`config.mk`:
```
export PLATFORM = sky130hd
export DESIGN_NAME = uart_word_sender
export DESIGN_NICKNAME = d
export VERILOG_FILES = /design/src/rtl/uart_word_sender.sv
export SDC_FILE = /design/constraint.sdc
export NUM_CORES = 1
export LEC_CHECK = 0
export CORE_ASPECT_RATIO = 0.9
export CORE_UTILIZATION = 51
export CTS_CLUSTER_DIAMETER = 50
export CTS_CLUSTER_SIZE = 10
export DETAILED_ROUTE_END_ITERATION = 10
export GPL_TIMING_DRIVEN = 1
export PLACE_DENSITY = 0.86
export SYNTH_ARGS = -nofsm -noshare
export SYNTH_HDL_FRONTEND = slang
export SYNTH_SLANG_ARGS = --single-unit
```
`constraint.sdc`:
```
create_clock -name clk_100MHz -period 3.41 [get_ports clk_100MHz]
set_clock_uncertainty 0.05 [all_clocks]
set_input_delay 0.682 -clock clk_100MHz [delete_from_list [all_inputs] [get_ports clk_100MHz]]
set_output_delay 0.682 -clock clk_100MHz [all_outputs]
set_load 0.1 [all_outputs]
```
`src/rtl/uart_word_sender.sv`:
```
// Serializes one DBITS*NBYTES word as NBYTES back-to-back UART frames, byte 0 first, LSB first.
// Optional even-parity bit per frame when UART_WORD_SENDER_PARITY_EN is defined.
module uart_word_sender #(
  parameter int DBITS    = 8,
  parameter int NBYTES   = 16,
  parameter int SB_TICK  = 16,
  parameter int BR_LIMIT = 651,
  parameter int BR_BITS  = 10
) (
  input  logic                      clk_100MHz,
  input  logic                      reset,
  input  logic [DBITS*NBYTES-1:0]   word_in,
  input  logic                      word_valid,
  output logic                      word_ready,
  output logic                      tx,
  output logic                      busy,
  output logic                      byte_done,
  output logic                      word_done
);

  localparam int WORD_W = DBITS * NBYTES;
  localparam int BIT_W  = (DBITS > 1) ? $clog2(DBITS) : 1;
  localparam int BYTE_W = (NBYTES > 1) ? $clog2(NBYTES) : 1;

  localparam logic [BR_BITS-1:0] BR_LAST   = BR_BITS'(BR_LIMIT - 1);
  localparam logic [4:0]         OS_LAST   = 5'd15;
  localparam logic [4:0]         SB_LAST   = 5'(SB_TICK - 1);
  localparam logic [BIT_W-1:0]   BIT_LAST  = BIT_W'(DBITS - 1);
  localparam logic [BYTE_W-1:0]  BYTE_LAST = BYTE_W'(NBYTES - 1);

  typedef enum logic [2:0] {
    IDLE   = 3'd0,
    START  = 3'd1,
    DATA   = 3'd2,
    PARITY = 3'd3,
    STOP   = 3'd4
  } state_t;

`ifdef UART_WORD_SENDER_PARITY_EN
  function automatic logic even_parity(input logic [DBITS-1:0] d);
    return ^d;
  endfunction
`endif

  state_t              state_r, state_s;
  logic [BR_BITS-1:0]  baud_r, baud_s;
  logic [4:0]          os_r, os_s;
  logic [BIT_W-1:0]    bit_r, bit_s;
  logic [BYTE_W-1:0]   byte_r, byte_s;
  logic [WORD_W-1:0]   shreg_r, shreg_s;
  logic                tx_r, tx_s;
  logic                ready_r, busy_r;
  logic                baud_tick_s;
  logic                byte_end_s, word_end_s;
  logic [DBITS-1:0]    next_byte_s;

  assign baud_tick_s = (baud_r == BR_LAST);

  // Next-state, counters and shift register
  always_comb begin
    state_s    = state_r;
    baud_s     = baud_r;
    os_s       = os_r;
    bit_s      = bit_r;
    byte_s     = byte_r;
    shreg_s    = shreg_r;
    byte_end_s = 1'b0;
    word_end_s = 1'b0;

    if (state_r != IDLE) begin
      if (baud_tick_s) begin
        baud_s = '0;
        os_s   = os_r + 5'd1;
      end else begin
        baud_s = baud_r + BR_BITS'(1);
      end
    end else begin
      baud_s = baud_r;
    end

    case (state_r)
      IDLE: begin
        if (word_valid) begin
          state_s = START;
          shreg_s = word_in;
          baud_s  = '0;
          os_s    = '0;
          bit_s   = '0;
          byte_s  = '0;
        end else begin
          state_s = IDLE;
        end
      end
      START: begin
        if (baud_tick_s && (os_r == OS_LAST)) begin
          state_s = DATA;
          os_s    = '0;
          bit_s   = '0;
        end else begin
          state_s = START;
        end
      end
      DATA: begin
        if (baud_tick_s && (os_r == OS_LAST)) begin
          os_s = '0;
          if (bit_r == BIT_LAST) begin
`ifdef UART_WORD_SENDER_PARITY_EN
            state_s = PARITY;
`else
            state_s = STOP;
`endif
          end else begin
            bit_s = bit_r + BIT_W'(1);
          end
        end else begin
          state_s = DATA;
        end
      end
`ifdef UART_WORD_SENDER_PARITY_EN
      PARITY: begin
        if (baud_tick_s && (os_r == OS_LAST)) begin
          state_s = STOP;
          os_s    = '0;
        end else begin
          state_s = PARITY;
        end
      end
`endif
      STOP: begin
        if (baud_tick_s && (os_r == SB_LAST)) begin
          byte_end_s = 1'b1;
          shreg_s    = shreg_r >> DBITS;
          os_s       = '0;
          bit_s      = '0;
          if (byte_r == BYTE_LAST) begin
            word_end_s = 1'b1;
            state_s    = IDLE;
          end else begin
            byte_s  = byte_r + BYTE_W'(1);
            state_s = START;
          end
        end else begin
          state_s = STOP;
        end
      end
      default: begin
        state_s = IDLE;
      end
    endcase
  end

  // Line level for the upcoming cycle, so tx leaves a flop
  always_comb begin
    next_byte_s = shreg_s[DBITS-1:0];
    tx_s        = 1'b1;
    case (state_s)
      IDLE:    tx_s = 1'b1;
      START:   tx_s = 1'b0;
      DATA:    tx_s = next_byte_s[bit_s];
`ifdef UART_WORD_SENDER_PARITY_EN
      PARITY:  tx_s = even_parity(next_byte_s);
`endif
      STOP:    tx_s = 1'b1;
      default: tx_s = 1'b1;
    endcase
  end

  // State and output registers
  always_ff @(posedge clk_100MHz) begin
    if (reset) begin
      state_r <= IDLE;
      baud_r  <= '0;
      os_r    <= '0;
      bit_r   <= '0;
      byte_r  <= '0;
      shreg_r <= '0;
      tx_r    <= 1'b1;
      ready_r <= 1'b1;
      busy_r  <= 1'b0;
    end else begin
      state_r <= state_s;
      baud_r  <= baud_s;
      os_r    <= os_s;
      bit_r   <= bit_s;
      byte_r  <= byte_s;
      shreg_r <= shreg_s;
      tx_r    <= tx_s;
      ready_r <= (state_s == IDLE);
      busy_r  <= (state_s != IDLE);
    end
  end

  // Done pulses mark the last clock of a stop bit; word_ready follows one clock later.
  assign byte_done  = byte_end_s & ~reset;
  assign word_done  = word_end_s & ~reset;
  assign tx         = tx_r;
  assign word_ready = ready_r;
  assign busy       = busy_r;

endmodule
```
==> results.sh <==
export IMPL_compound_cell_area_share_of_the_yosys_netlist=0.2699
export IMPL_cts_root_buffer_cell="clkbuf_16"
export IMPL_place_gp_congestion=0.8286
export IMPL_avgViaCountPerCell=5.727
export IMPL_worstPathArrival_ps=2270
export IMPL_floorplan_die_width_um=120.7
export IMPL_fin_setup_tns_ps=0
export IMPL_floorplan_die_height_um=108.9
export IMPL_final_fill_count=990
export IMPL_layout_area_overhead_vs_synth_pct=30.22
export IMPL_final_layout_size_suffix_gt1_frac=0.06713
export IMPL_hpwl_um=10210
export IMPL_clock_path_buffers=2
export IMPL_global_route_usage_total=0.2444
export IMPL_max_slew_worst_pin_slew_ps=964.5
export IMPL_asyncSetResetFlopFracSynth=0
export IMPL_dr_pass1_iters=5
export IMPL_edff_count_synth=0
export IMPL_drv_slew=0
export IMPL_globalRouteMet2Util=0.3756
export IMPL_postSynthAreaPerCell_um2=8.594
export IMPL_rsz0062_at_grt="false"
export IMPL_timing_hold_violations_final=0
export IMPL_route_vias_total=5864
export IMPL_synth_mux_area_fraction=0.01759
export IMPL_floorplan_initialDensity=0.5296
export IMPL_synth_simple_gate_area_share=0.1591
export IMPL_synth_fa_ha_area_frac=0.01315
export IMPL_total_power_uw=4285
export IMPL_critical_path_max_fanout=5
export IMPL_yosysSeqAreaShare=0.4826
export IMPL_sequential_cell_area_um2=3123
export IMPL_grt_ovfl_total=0
export IMPL_setup_buffers_after_cts=0
export IMPL_ys_dominant_reg_cell="dfxtp_1"
export IMPL_main_combinational_cell_family_by_area_after_synthesis="compound AO/OA/AOI/OAI gates"
export IMPL_design_core_area_um2=12220
export IMPL_ctsResizeCount=0
export IMPL_finalCritPeriodShare=0.8795
export IMPL_setup_reg_to_reg_worst_slack_ps=660
export IMPL_cts_tree="yes"
export IMPL_io_buffer_count=135
export IMPL_grt_pass1_wl_um=25430
export IMPL_postRouteAntennaNets=0
export IMPL_detail_route_iter0_violations=596
export IMPL_post_synth_top_area_fraction=0.4826
export IMPL_cts_hold_buffers=0
export IMPL_maxCapViolCount=0
export IMPL_drc=0
export IMPL_final_layout_net_count=989
export IMPL_synth_common_cells="156 x dfxtp_1, 140 x a21oi_1, 131 x nand2_1, 113 x a22oi_1, 38 x clkbuf_1"
export IMPL_grt_pass1_vias=5257
export IMPL_run_status="finished clean"
export IMPL_critical_path_endpoint_type="output pin"
export IMPL_numClockSinks=156
export IMPL_syn_cell_area_um2=6471
export IMPL_cts_clk_slew_worst_paths_ps=60
export IMPL_ys_top_cells_by_area="dfxtp_1 48%, a22oi_1 13%, a21oi_1 11%, nand2_1 7.6%, clkbuf_1 2.2%"
export IMPL_final_critical_path_time_including_i_o_delays_and_setup_ps=2999
export IMPL_multi_input_comb_area_um2=3069
export IMPL_syn_nets=890
export IMPL_total_leakage_power_uw=0.003067
export IMPL_crit_path_launch_type="register"
export IMPL_peakVddDrop_mv=0.3840
export IMPL_number_of_antenna_violations_at_the_first_check_in_global_routing=0
export IMPL_worst_skew_pair_late_latency_ps=420
export IMPL_synthesis_instances=753
export IMPL_grt_use_met3=0.05701
export IMPL_ys_seq_elements=156
export IMPL_slew_headroom=0.3550
export IMPL_grt_max_degree=114
export IMPL_post_synth_num_cell_types=52
export IMPL_min_delay_path_class="reg2reg"
export IMPL_dieArea_um2=13140
export IMPL_routedWlPerCell_um=15.40
export IMPL_totalWireLength_um=15770
export IMPL_max_freq_ghz=0.3334
export IMPL_diodes=0
export IMPL_num_io_pins=136
export IMPL_use_met1=0.3360
export IMPL_worstPathRequired_ps=2680
export IMPL_power_per_cell_area_nw_per_um2=508.4
export IMPL_h_tree_depth=4
export IMPL_timing_worst_setup_path_type="reg2out"
export IMPL_yosys_area_share_xor_xnor=0.01218
export IMPL_number_of_warning_messages_in_the_yosys_log=0
export IMPL_synthMostInstantiatedCell="dfxtp_1"
export IMPL_synth_largest_area_cell="dfxtp_1"
export IMPL_setup_viol_count_final=0
export IMPL_num_rows=38
export IMPL_grt_busiest_layer="met2"
export IMPL_cts_made_buffers=17
-- critical path, stage by stage, from the launching register on --
cell and delay, ps:
dfxtp_1 360, ha_1 190, and3_1 160, ha_1 260
and4bb_1 260, nand2_1 140, nor3_2 260, buf_12 210
-- logic make-up (layout without fill, tap and decap cells) --
logic type,count (synthesis),in the layout
AO/OA/AOI/OAI,279,279
AND/OR/NAND/NOR,223,223
flip-flops,156,156
buffers and inverters,69,180
multiplexers,10,10
XOR/XNOR,9,9
adder cells (fa/ha/maj),7,7
-- where the power goes --
part	switching, µW	internal (µW)	total (µW)
sequential	61.8	1930	1990
clock	774	1010	1790
combinational	261	244	505
-- final timing paths --
kind                                                from                  endpoint  depth (start not counted)
worst max register to register        os_r[0]$_SDFF_PP0_             tx$_SDFF_PP1_                         11
worst min-delay path            shreg_r[43]$_SDFFE_PP0P_  shreg_r[43]$_SDFFE_PP0P_                          2
worst min register to register  shreg_r[43]$_SDFFE_PP0P_  shreg_r[43]$_SDFFE_PP0P_                          2
worst max-delay path                  os_r[0]$_SDFF_PP0_                 word_done                          7
-- per-layer routing --
| layer | vias up | wire (µm) |
|---|---|---|
| li1 | 2915 | - |
| met1 | 2739 | 7248 |
| met2 | 190 | 7249 |
| met3 | 20 | 1016 |
| met4 | 0 | 259 |
| met5 | - | 0 |
-- cell usage in the layout, fill, tap and decap left out, drive strengths merged, types with 3 or more instances in the layout --
cell type | Yosys | final
a21oi | 141 | 141
a22o | 8 | 8
a22oi | 113 | 113
and3 | 5 | 5
buf | 24 | 10
clkbuf | 38 | 17
clkdlybuf4s50 | 0 | 132
clkinvlp | 0 | 6
dfxtp | 156 | 156
ha | 6 | 6
inv | 7 | 12
mux2i | 9 | 9
nand2 | 132 | 132
nand3 | 19 | 19
nand4 | 4 | 4
nor2 | 34 | 34
nor3 | 8 | 8
o21ai | 6 | 6
o31ai | 3 | 3
or3 | 6 | 6
xnor2 | 3 | 3
xor2 | 6 | 6
-- final cells by class --
| type | count | area share |
|---|---|---|
| inverters | 7 | 0.003118 |
| clock buffers | 17 | 0.05048 |
| multi-input cells | 528 | 0.3642 |
| clock inverters | 14 | 0.01618 |
| repair buffers | 142 | 0.1716 |
| well taps | 160 | 0.02376 |
| flip-flops and latches | 156 | 0.3706 |
-- sequential cells by signal, indices dropped and copies added, names as in the netlist --
name        cells
shreg_r       128
baud_r         10
word_ready      1
busy            1
byte_r          4
os_r            5
state_r         3
bit_r           3
tx              1
-- metrics by stage --
step	area [µm²]	hold slack (ps)	instances	util	setup slack, ps
after floorplan	6476	386.6	753	-	93.54
after global placement	7865	393.0	993	0.6437	730.5
after detailed placement	7865	396.7	993	0.6437	684.0
after CTS	8427	405.4	1024	0.6896	402.5
after global routing	8427	417.9	1024	0.6896	320.8
final	8427	404.7	1024	0.6896	410.9
Power figures use the tool's default switching activity.
